**config.mk**
```make
export PLATFORM = sky130hd
export DESIGN_NAME = divider_seq
export DESIGN_NICKNAME = d
export VERILOG_FILES = /design/src/rtl/divider_pkg.sv /design/src/rtl/divider_step.sv /design/src/rtl/divider_seq.sv
export SDC_FILE = /design/constraint.sdc
export NUM_CORES = 1
export LEC_CHECK = 0
export CORE_MARGIN = 4
export CORE_UTILIZATION = 53
export DETAILED_ROUTE_END_ITERATION = 8
export MAX_ROUTING_LAYER = met4
export PLACE_DENSITY = 0.87
export SLEW_MARGIN = 20
export SYNTH_ARGS = -nofsm -noshare
export SYNTH_HDL_FRONTEND = slang
export SYNTH_HIERARCHICAL = 1
export SYNTH_SLANG_ARGS = --single-unit
export TNS_END_PERCENT = 5
```
**constraint.sdc**
```tcl
create_clock -name clk -period 3.7 [get_ports clk]
set_input_delay 0.74 -clock clk [delete_from_list [all_inputs] [get_ports clk]]
set_output_delay 0.74 -clock clk [all_outputs]
set_load 0.1 [all_outputs]
```
**src/rtl/divider_pkg.sv**
```systemverilog
// Shared types and helpers for the sequential restoring divider.
package divider_pkg;

  // Divider control states.
  typedef enum logic [1:0] {
    StIdle,
    StCalc,
    StDone
  } state_e;

  // Width of a step counter that must be able to hold the value size.
  function automatic int unsigned cnt_width(input int unsigned size);
    return $clog2(size + 1);
  endfunction

endpackage

```
**src/rtl/divider_step.sv**
```systemverilog
// One combinational restoring-division step: shift in a dividend bit, trial-subtract
// the divisor and keep the difference when it does not go negative.
module divider_step #(
  parameter int unsigned SIZE = 4
) (
  input  logic [SIZE-1:0] rem,
  input  logic            bit_in,
  input  logic [SIZE-1:0] divisor,
  output logic [SIZE-1:0] rem_next,
  output logic            q_bit
);

  logic [SIZE:0] rem_shift;
  logic [SIZE:0] diff;

  // Trial subtract at SIZE+1 bits; a set top bit of the difference is the borrow,
  // i.e. rem_shift < divisor, because the partial remainder is always below divisor.
  always_comb begin
    rem_shift = {rem, bit_in};
    diff      = rem_shift - {1'b0, divisor};
    q_bit     = ~diff[SIZE];
    rem_next  = q_bit ? diff[SIZE-1:0] : rem_shift[SIZE-1:0];
  end

endmodule

```
**src/rtl/divider_seq.sv**
```systemverilog
// Multi-cycle restoring divider: one quotient bit per clock with a start/busy/done
// handshake. Define DIVIDER_SIGNED_EN for two's complement operands (magnitudes go
// through the unsigned core, signs are fixed up on the result edge).
module divider_seq
  import divider_pkg::*;
#(
  parameter int unsigned SIZE = 4
) (
  input  logic            clk,
  input  logic            rst_n,
  input  logic            start,
  input  logic [SIZE-1:0] a,
  input  logic [SIZE-1:0] b,
  output logic            busy,
  output logic            done,
  output logic [SIZE-1:0] q,
  output logic [SIZE-1:0] r,
  output logic            div_zero,
  output logic            over
);

  localparam int unsigned CntW = cnt_width(SIZE);
  localparam logic [CntW-1:0] LastCnt = CntW'(SIZE - 1);

  state_e state_q, state_d;

  logic [SIZE-1:0] rem_q, rem_d;
  logic [SIZE-1:0] shreg_q, shreg_d;
  logic [SIZE-1:0] divisor_q, divisor_d;
  logic [CntW-1:0] cnt_q, cnt_d;
  logic [SIZE-1:0] q_q, q_d;
  logic [SIZE-1:0] r_q, r_d;
  logic            busy_q, busy_d;
  logic            done_q, done_d;
  logic            div_zero_q, div_zero_d;

  logic [SIZE-1:0] step_rem;
  logic            step_qbit;
  logic [SIZE-1:0] shreg_next;
  logic [SIZE-1:0] res_q;
  logic [SIZE-1:0] res_r;
  logic [SIZE-1:0] a_mag;
  logic [SIZE-1:0] b_mag;

  divider_step #(
    .SIZE(SIZE)
  ) u_step (
    .rem     (rem_q),
    .bit_in  (shreg_q[SIZE-1]),
    .divisor (divisor_q),
    .rem_next(step_rem),
    .q_bit   (step_qbit)
  );

  // Dividend bits leave at the top while quotient bits enter at the bottom.
  assign shreg_next = {shreg_q[SIZE-2:0], step_qbit};

`ifdef DIVIDER_SIGNED_EN
  logic neg_q_q, neg_q_d;
  logic neg_r_q, neg_r_d;
  logic ovf_q, ovf_d;
  logic over_q, over_d;

  // Magnitudes; the most-negative value maps onto itself, which reads correctly unsigned.
  assign a_mag = a[SIZE-1] ? -a : a;
  assign b_mag = b[SIZE-1] ? -b : b;

  // Sign fix-up of the unsigned result: quotient truncates toward zero, remainder follows a.
  always_comb begin
    res_q = neg_q_q ? -shreg_next : shreg_next;
    res_r = neg_r_q ? -step_rem : step_rem;
  end

  // Sign and overflow bookkeeping captured at launch, applied at the result edge.
  always_comb begin
    neg_q_d = neg_q_q;
    neg_r_d = neg_r_q;
    ovf_d   = ovf_q;
    over_d  = over_q;
    if (state_q == StIdle && start) begin
      over_d = 1'b0;
      if (b != '0) begin
        neg_q_d = a[SIZE-1] ^ b[SIZE-1];
        neg_r_d = a[SIZE-1];
        ovf_d   = (a == {1'b1, {(SIZE-1){1'b0}}}) && (b == '1);
      end
    end else if (state_q == StCalc && cnt_q == LastCnt) begin
      over_d = ovf_q;
    end
  end

  // Signed-mode state registers.
  always_ff @(posedge clk or negedge rst_n) begin
    if (!rst_n) begin
      neg_q_q <= 1'b0;
      neg_r_q <= 1'b0;
      ovf_q   <= 1'b0;
      over_q  <= 1'b0;
    end else begin
      neg_q_q <= neg_q_d;
      neg_r_q <= neg_r_d;
      ovf_q   <= ovf_d;
      over_q  <= over_d;
    end
  end

  assign over = over_q;
`else
  assign a_mag = a;
  assign b_mag = b;

  // Unsigned mode: the core result is final.
  always_comb begin
    res_q = shreg_next;
    res_r = step_rem;
  end

  assign over = 1'b0;
`endif

  // Next-state and datapath updates; done defaults low so it only pulses.
  always_comb begin
    state_d    = state_q;
    rem_d      = rem_q;
    shreg_d    = shreg_q;
    divisor_d  = divisor_q;
    cnt_d      = cnt_q;
    q_d        = q_q;
    r_d        = r_q;
    busy_d     = busy_q;
    done_d     = 1'b0;
    div_zero_d = div_zero_q;
    unique case (state_q)
      StIdle: begin
        if (start) begin
          div_zero_d = 1'b0;
          if (b == '0) begin
            // Divide by zero resolves on the accepting edge without entering CALC.
            q_d        = '1;
            r_d        = a;
            div_zero_d = 1'b1;
            done_d     = 1'b1;
            state_d    = StDone;
          end else begin
            divisor_d = b_mag;
            rem_d     = '0;
            shreg_d   = a_mag;
            cnt_d     = '0;
            busy_d    = 1'b1;
            state_d   = StCalc;
          end
        end
      end
      StCalc: begin
        rem_d   = step_rem;
        shreg_d = shreg_next;
        cnt_d   = cnt_q + 1'b1;
        if (cnt_q == LastCnt) begin
          q_d     = res_q;
          r_d     = res_r;
          busy_d  = 1'b0;
          done_d  = 1'b1;
          state_d = StDone;
        end
      end
      StDone: begin
        state_d = StIdle;
      end
      default: begin
        state_d = StIdle;
      end
    endcase
  end

  // FSM state register.
  always_ff @(posedge clk or negedge rst_n) begin
    if (!rst_n) begin
      state_q <= StIdle;
    end else begin
      state_q <= state_d;
    end
  end

  // Datapath and output registers.
  always_ff @(posedge clk or negedge rst_n) begin
    if (!rst_n) begin
      rem_q      <= '0;
      shreg_q    <= '0;
      divisor_q  <= '0;
      cnt_q      <= '0;
      q_q        <= '0;
      r_q        <= '0;
      busy_q     <= 1'b0;
      done_q     <= 1'b0;
      div_zero_q <= 1'b0;
    end else begin
      rem_q      <= rem_d;
      shreg_q    <= shreg_d;
      divisor_q  <= divisor_d;
      cnt_q      <= cnt_d;
      q_q        <= q_d;
      r_q        <= r_d;
      busy_q     <= busy_d;
      done_q     <= done_d;
      div_zero_q <= div_zero_d;
    end
  end

  assign busy     = busy_q;
  assign done     = done_q;
  assign q        = q_q;
  assign r        = r_q;
  assign div_zero = div_zero_q;

endmodule

```
==> flow_metrics.tcl, run 1 <==
set metrics [dict create \
    run_status "finished, final reports clean" \
    tightest_slew_ns 0.972 \
    fillers 203 \
    multiInputGateArea_um2 728 \
    post_cts_buffers 0 \
    clockBufferDepth 2 \
    max-cap-violations 0 \
    seqCellArea_um2 701 \
    yosys_warnings 6 \
    via_per_inst 5.94 \
    cts_sinks 28 \
    post_drt_wl_per_cell_um 16.7 \
    cp.required_ns 3.93 \
    port_buffers 21 \
    tritoncts "built" \
    start_util_pct 57.8 \
    r2r.worst_path.cells 9 \
    gp_congestion 0.816 \
    firstDrtPassIters 4 \
    worstSkewPairLatency_ns 0.33 \
    synthCells 132 \
    grt_pass1_wl_mm 5.08 \
    critical_path_arrival_ns 3.01 \
    avgSynthCellArea_um2 11.3 \
    drive_above_1_share_pct 19.6 \
    ant_nets 0 \
    die_h_um 60.9 \
    finalHoldViolCount 0 \
    cts_hold_buf 0 \
    gr-total-overflow 0 \
    cts_resized 0 \
    finalCriticalPeriod_ns 2.78 \
    path_class "reg2reg" \
    slew_headroom_pct 35.0 \
    crit-reg2reg-capture "r[3]" \
    coreArea_um2 2570 \
    critPathMaxFanout 6 \
    syn_to_final_growth_pct 19.0 \
    stdcell_area_um2 1770 \
    diodes 0 \
    routed_wirelength_mm 3.06 \
    crit_start "shreg_q[3]" \
    drt_iter0_markers 39 \
    final.setup_skew_ns 0.00818 \
    dieArea_um2 3710 \
    finalCritPeriodShare_pct 75.1 \
    slew_violations 0 \
    hold_path_class "reg2reg" \
    ys_seq_area_share_pct 47.2 \
    setup_viol 0 \
    synth.distinct_cells 32 \
    ios 23 \
    grt_setup_unrepaired "no" \
    finalNetCount 172 \
    tns_ns 0 \
    critPathCapture "r[3]" \
    grt_usage_pct 19.0 \
    dieWidth_um 60.9 \
    r2r_start "shreg_q[3]" \
    synth_fp_nets 150 \
    cts-htree-levels 1 \
    clk_pin_slew_ns 0.16 \
    dpl.hpwl_mm 2.35 \
    crit_path_end_kind "flop" \
    hp-start "div_zero" \
    whs_path_depth 2 \
    cts_root_buf "clkbuf_4" \
    num_rows 18 \
    cts_made_buffers 3 \
    placed_cell_area_um2 1710 \
    antenna_found_initial 0 \
    syn_area_um2 1490 \
    hold_ws_ns 0.500 \
    ys_seq_elements 28 \
    grt_max_degree 29 \
    worstSetupStartpointType "flop" \
    drc 0 \
    vias 1087 \
    max_freq_mhz 360 \
    grt_pass1_vias 1159 \
    reg2reg_slack_ns 0.92 \
]
==> layout by cell type (no fill, tap or decap), types with 2 or more instances in the layout <==
| cell | n |
|---|---|
| buf_4 | 2 |
| mux2_4 | 4 |
| dfrtp_1 | 28 |
| mux2i_1 | 2 |
| a22o_1 | 5 |
| nor2b_1 | 2 |
| nor2_1 | 8 |
| inv_1 | 6 |
| nand3_1 | 5 |
| ha_1 | 6 |
| clkbuf_4 | 3 |
| o21ai_0 | 3 |
| nand4_1 | 4 |
| mux2_2 | 12 |
| nand2_1 | 10 |
| a21oi_2 | 2 |
| clkdlybuf4s50_1 | 21 |
| o211ai_1 | 4 |
| nand3b_1 | 2 |
| a21oi_1 | 9 |
| nand2b_1 | 3 |
==> sequential cells by signal (all words and copies together) (netlist names), 2 cells and up <==
register and flops:
divisor_q 4, r 4, q 4, rem_q 4
shreg_q 4, cnt_q 3, state_q 2
==> Yosys cell counts <==
master,instances,share of area [%]
or4_4,1,0.76
inv_1,6,1.5
a21oi_1,9,3.0
conb_1,1,0.25
xor2_1,1,0.59
or3b_2,1,0.59
nand3_1,5,1.7
nand2b_1,3,1.3
nor2b_1,2,0.84
o21ai_0,3,1.0
xnor2_1,1,0.59
nor4_2,1,0.84
mux2i_1,2,1.3
a22o_1,5,2.9
clkbuf_1,4,1.0
dfrtp_1,28,47
fa_1,1,1.3
nand3b_1,2,1.0
o22ai_1,1,0.42
buf_4,1,0.51
mux2_4,4,4.0
ha_1,6,5.1
mux2_2,12,9.1
xor2_2,1,1.1
nand4_1,4,1.7
nor2_1,8,2.0
nand2_1,10,2.5
a21oi_2,2,1.2
o21ai_4,1,1.1
buf_6,1,0.76
o211ai_1,4,2.0
nand3_2,1,0.67
==> worst min path at each step <==
| stage | slack [ns] | to |
|---|---|---|
| CTS | 0.51 | div_zero |
| global route | 0.55 | r[3] |
| detailed placement | 0.47 | div_zero |
| finish | 0.50 | div_zero |
| global placement | 0.46 | div_zero |
| floorplan | 0.44 | busy |
==> metal layers <==
metal  share of wire [%]  track usage, %
met1                  44            23.6
met2                  50            31.9
met3                 3.7            1.91
met4                 1.6            7.12
met5                   0               -
==> cell type report <==
class / count / share of cell area, %
well taps: 30 / 2.12
inverters: 6 / 1.27
repair buffers: 23 / 12.7
multi-input cells: 92 / 41.2
clock buffers: 3 / 1.27
flip-flops and latches: 28 / 39.7
clock inverters: 1 / 1.70
==> cells by family after synthesis <==
kind of cell,count (synthesis),share of synthesized area [%]
AOI/OAI and AO/OA,25,11.7
xor gates and xnor gates,3,2.28
adders and majority gates,7,6.40
buffers and inverters,12,3.79
DFF,28,47.2
muxes,18,14.5
other,1,0.252
and+or+nand+nor,38,13.9
==> stage by stage <==
stage	std cells	util (%)	setup WS [ns]
2_1_floorplan	132	-	1.15
3_3_place_gp	179	66.8	1.08
3_5_place_dp	179	66.8	0.972
4_1_cts	183	68.8	0.930
5_1_grt	183	68.8	0.804
6_report	183	68.8	0.921
==> critical path: stages, from the launching register on <==
cell and delay (ns):
dfrtp_1 0.39, inv_1 0.06, ha_1 0.22, fa_1 0.40, nand2b_1 0.17, a21oi_2 0.17, xor2_2 0.35, mux2_2 0.40
mux2_2 0.27, mux2_4 0.25
Power of run 1 is not shown: default switching activity piles up to over one toggle a cycle in this logic, so the estimate is an artifact.
==> inputs of run 2 (changes only) <==
--- a/config.mk
+++ b/config.mk
@@ -6,10 +6,10 @@
 export NUM_CORES = 1
 export LEC_CHECK = 0
 export CORE_MARGIN = 4
-export CORE_UTILIZATION = 53
+export CORE_UTILIZATION = 47
 export DETAILED_ROUTE_END_ITERATION = 8
 export MAX_ROUTING_LAYER = met4
-export PLACE_DENSITY = 0.87
+export PLACE_DENSITY = 0.82
 export SLEW_MARGIN = 20
 export SYNTH_ARGS = -nofsm -noshare
 export SYNTH_HDL_FRONTEND = slang
==> constraint.sdc (replaced) <==
create_clock -name clk -period 2.5 [get_ports clk]
set_input_delay 0.5 -clock clk [delete_from_list [all_inputs] [get_ports clk]]
set_output_delay 0.5 -clock clk [all_outputs]
set_load 0.1 [all_outputs]
==> run 2 against run 1 <==
Utilization decreased by 7.7 points. Die area increased by 11%. Highest routed layer unchanged. Worst hold slack improved by 0.0027 ns. Clock skew increased by 0.0010 ns. Setup slack got worse by 0.92 ns. Global-route usage decreased by 2.6 points. Count of clock-buffer cells in the layout increased by 1. Non-clock buffer count increased by 7. Maximum frequency increased by 11%. Design area increased by 4.7%. Sequential share of layout area decreased by 1.8 points.
==> flow_metrics.tcl, run 2 (same netlist as run 1, synthesis figures left out) <==
set metrics [dict create \
    hp-start "div_zero" \
    place_inst 196 \
    r2r.worst_path.cells 9 \
    slew_violations 0 \
    final_common_cell "dfrtp_1" \
    dp_slack_ns -0.0293 \
    grt_setup_unrepaired "yes" \
    hold-path-endpoint "div_zero" \
    crit-reg2reg-capture "r[2]" \
    dieWidth_um 64.2 \
    syn_to_final_growth_pct 24.5 \
    slew_headroom_pct 63.6 \
    grt_pass1_wl_mm 5.13 \
    post_drt_wl_per_cell_um 15.4 \
    final.setup_skew_ns 0.00921 \
    crit_path_end_kind "flop" \
    ios 23 \
    finalHoldViolCount 0 \
    worstSkewPairLatency_ns 0.34 \
    finalWorstSetupSlack_ns 0.00445 \
    tritoncts "built" \
    critical_path_arrival_ns 2.73 \
    hold_ws_ns 0.502 \
    run_status "finished, final reports clean" \
    start_util_pct 49.0 \
    firstDrtPassIters 4 \
    r2r_start "shreg_q[3]" \
    ant_nets 0 \
    tightest_slew_ns 0.546 \
    reg2reg_slack_ns 0.004 \
    drc 0 \
    cts-htree-levels 1 \
    dieArea_um2 4120 \
    cp.required_ns 2.73 \
    whs_path_depth 2 \
    hold_path_class "reg2reg" \
    dpl.hpwl_mm 2.33 \
    setup_viol 0 \
    cts_hold_buf 0 \
    port_buffers 21 \
    clk_pin_slew_ns 0.15 \
    cts_root_buf "clkbuf_4" \
    max-cap-violations 0 \
    finalCriticalPeriod_ns 2.50 \
    gr-total-overflow 0 \
    die_h_um 64.2 \
    coreArea_um2 3030 \
    antenna_found_initial 0 \
    grt_max_degree 29 \
    routed_wirelength_mm 3.15 \
    critPathMaxFanout 3 \
    num_rows 20 \
    stdcell_count 204 \
    finalNetCount 179 \
    via_per_inst 5.35 \
    grt_pass1_vias 1078 \
    drt_iter0_markers 63 \
    diodes 0 \
    gp_congestion 0.846 \
    grt_usage_pct 16.4 \
    path_class "reg2reg" \
    clockBufferDepth 2 \
    cts_made_buffers 3 \
    cts_sinks 28 \
    worstSetupStartpointType "flop" \
    drive_above_1_share_pct 32.5 \
    finalCritPeriodShare_pct 99.8 \
    max_freq_mhz 401 \
    layout_common_cells "28 x dfrtp_1, 20 x buf_4, 10 x nand2_1, 10 x clkdlybuf4s50_1, 9 x a21oi_1" \
    vias 1092 \
]
[run 2: repair_timing]
item | in CTS | in global routing
setup buffers | 3 | 1
endpoints found under the setup margin | 4 | 4
resized for setup | 3 | 4
pin swaps | 4 | 2
[run 2: worst max path at each step]
| stage | startpoint | end | slack (ns) | depth (start not counted) |
|---|---|---|---|---|
| 4_1_cts | shreg_q[3] | r[2] | 0.003 | 9 |
| 5_1_grt | shreg_q[3] | r[2] | -0.05 | 9 |
| 3_3_place_gp | shreg_q[3] | r[2] | 0.07 | 9 |
| 3_5_place_dp | shreg_q[3] | r[3] | -0.03 | 9 |
| 6_report | shreg_q[3] | r[2] | 0.004 | 9 |
| 2_1_floorplan | shreg_q[3] | r[3] | 0.003 | 9 |
[run 2: worst max-delay path: stages (launching register included)]
cell,delay (ns)
dfrtp_1,0.41
inv_2,0.07
ha_4,0.16
fa_2,0.34
nand2b_4,0.16
a21oi_4,0.20
xor2_4,0.20
mux2_4,0.32
mux2_4,0.27
mux2_4,0.26
[run 2: routing by layer]
| layer | GRT usage [%] | routed length, um | share of wire [%] | vias to the layer above |
|---|---|---|---|---|
| met5 | - | 0 | 0 | - |
| li1 | - | - | - | 518 |
| met3 | 2.46 | 125 | 4.0 | 8 |
| met1 | 20.1 | 1330 | 42 | 537 |
| met4 | 7.65 | 70 | 2.2 | 0 |
| met2 | 26.8 | 1620 | 51 | 29 |
[run 2: through the flow]
step | setup TNS, ns | area, um^2 | utilization [%]
after floorplan | 0 | 1500 | -
after global placement | 0 | 1740 | 57.6
after detailed placement | -0.0576 | 1740 | 57.6
after CTS | 0 | 1810 | 59.9
after global routing | -0.165 | 1850 | 61.1
final | 0 | 1850 | 61.1
[run 2: final cells by class]
cell class / count / area, um^2
Multi-Input combinational cell: 92 / 785
Sequential cell: 28 / 701
Fill cell: 238 / 1180
Timing Repair Buffer: 30 / 250
Clock buffer: 4 / 36.3
Inverter: 6 / 22.5
Tap cell: 44 / 55.1
Power of run 2 is left out for the same reason.
==> inputs of run 3 (changes only) <==
--- a/config.mk
+++ b/config.mk
@@ -9,7 +9,7 @@
 export CORE_UTILIZATION = 47
 export DETAILED_ROUTE_END_ITERATION = 8
 export MAX_ROUTING_LAYER = met4
-export PLACE_DENSITY = 0.82
+export PLACE_DENSITY = 0.74
 export SLEW_MARGIN = 20
 export SYNTH_ARGS = -nofsm -noshare
 export SYNTH_HDL_FRONTEND = slang
==> run 3 against run 2 <==
Cell count is 0.98% lower. Global-route usage down 0.36 points. Count of clock-buffer cells in the layout decreased by 1. Critical endpoint is now r[3].
==> flow_metrics.tcl, run 3 (same netlist as run 1, synthesis figures left out) <==
set metrics [dict create \
    dieArea_um2 4120 \
    antenna_found_initial 0 \
    grt_pass1_wl_mm 5.06 \
    tns_ns 0 \
    max_freq_mhz 400 \
    gp_congestion 0.851 \
    crit_path_end_kind "flop" \
    drc 0 \
    crit-reg2reg-capture "r[3]" \
    clockBufferDepth 2 \
    crit_chain "inv_2, ha_4, fa_2, nand2b_4, a21oi_4, xor2_2, mux2_4, mux2_4, mux2_4" \
    crit_start "shreg_q[3]" \
    dpl.hpwl_mm 2.25 \
    path_common_cell "mux2_4" \
    ios 23 \
    cts-htree-levels 1 \
    gr-total-overflow 0 \
    place_inst 196 \
    worst-path-stages 9 \
    finalCriticalPeriod_ns 2.50 \
    critPathMaxStageDelay_ns 0.40 \
    hold_path_class "reg2reg" \
    ant_nets 0 \
    finalHoldViolCount 0 \
    setup_viol 0 \
    worstSetupStartpointType "flop" \
    num_rows 20 \
    via_per_inst 5.27 \
    placed_cell_area_um2 1740 \
    r2r_start "shreg_q[3]" \
    syn_to_final_growth_pct 22.8 \
    layout_common_cells "28 x dfrtp_1, 18 x buf_4, 10 x nand2_1, 10 x clkdlybuf4s50_1" \
    slew_headroom_pct 61.8 \
    tightest_slew_ns 0.573 \
    tritoncts "built" \
    slew_violations 0 \
    path_buf_inv 1 \
    path_class "reg2reg" \
    cp_slowest_cell "dfrtp_1" \
    port_buffers 21 \
    cts_hold_buf 0 \
    dieWidth_um 64.2 \
    routed_wirelength_mm 3.00 \
    final_common_cell "dfrtp_1" \
    r2r.worst_path.cells 9 \
    finalNetCount 178 \
    stdcell_count 202 \
    diodes 0 \
    vias 1065 \
    path_delay_family "multiplexers" \
    start_util_pct 49.0 \
    firstDrtPassIters 4 \
    worstSkewPairLatency_ns 0.34 \
    reg2reg_slack_ns 0.001 \
    post_drt_wl_per_cell_um 14.9 \
    utilization_pct 60.2 \
    critPathMaxFanout 3 \
    drt_iter0_markers 78 \
    critical_path_arrival_ns 2.73 \
    cts_root_buf "clkbuf_4" \
    cp.required_ns 2.73 \
    max-cap-violations 0 \
    die_h_um 64.2 \
    grt_setup_unrepaired "yes" \
    cts_sinks 28 \
    critPathCapture "r[3]" \
    coreArea_um2 3030 \
    stdcell_area_um2 1820 \
    cts_made_buffers 3 \
    final.setup_skew_ns 0.0100 \
    drive_above_1_share_pct 32.9 \
    run_status "finished, final reports clean" \
    clk_pin_slew_ns 0.15 \
    grt_max_degree 29 \
    grt_pass1_vias 1072 \
    grt_usage_pct 16.1 \
    finalCritPeriodShare_pct 99.9 \
]
## run 3: cell count changes in the layout (fill, tap and decap cells not counted)
cell	before	now
buf_4	20	18
buf_6	0	1
clkbuf_8	1	0
mux2_2	8	9
mux2_4	8	7
mux2i_1	2	0
mux2i_2	0	2
xor2_2	0	1
xor2_4	1	0
## run 3: worst min path at each step
stage	depth (start not counted)	slack [ns]	end	startpoint
after floorplan	0	0.20	busy	rst_n
after global placement	2	0.46	div_zero	div_zero
after detailed placement	2	0.47	div_zero	div_zero
after CTS	2	0.51	div_zero	div_zero
after global routing	2	0.52	div_zero	div_zero
final	2	0.50	div_zero	div_zero
## run 3: final cells by class
type | instances | area [um^2]
Inverter | 6 | 22.5
Multi-Input combinational cell | 92 | 777
Timing Repair Buffer | 29 | 246
Fill cell | 243 | 1200
Tap cell | 44 | 55.1
Sequential cell | 28 | 701
Clock buffer | 3 | 22.5
## run 3: tightest hold or removal path, cell delays in order, from the launching register on
cell     delay (ns)
dfrtp_1        0.38
nand2_1        0.05
nand2_1        0.05
## run 3: per-stage QoR
stage,hold WS (ns),setup WS [ns]
after floorplan,0.204,0.00269
after global placement,0.463,0.0614
after detailed placement,0.472,-0.0145
after CTS,0.506,-0.000179
after global routing,0.517,-0.0630
final,0.504,0.00141
## run 3: what timing repair did
action / CTS / global route
setup buffers: 1 / 2
gates resized for setup: 5 / 3
endpoints found under the setup margin: 4 / 4
pin swaps: 3 / 3
## run 3: per-layer routing
metal  up-vias  global-route usage [%]  wire [um]
li1        523                       -          -
met5         -                       -          0
met4         0                    4.75         34
met3         3                    1.93         88
met2        17                    26.3       1550
met1       522                    21.0       1330
Power of run 3 is left out for the same reason.
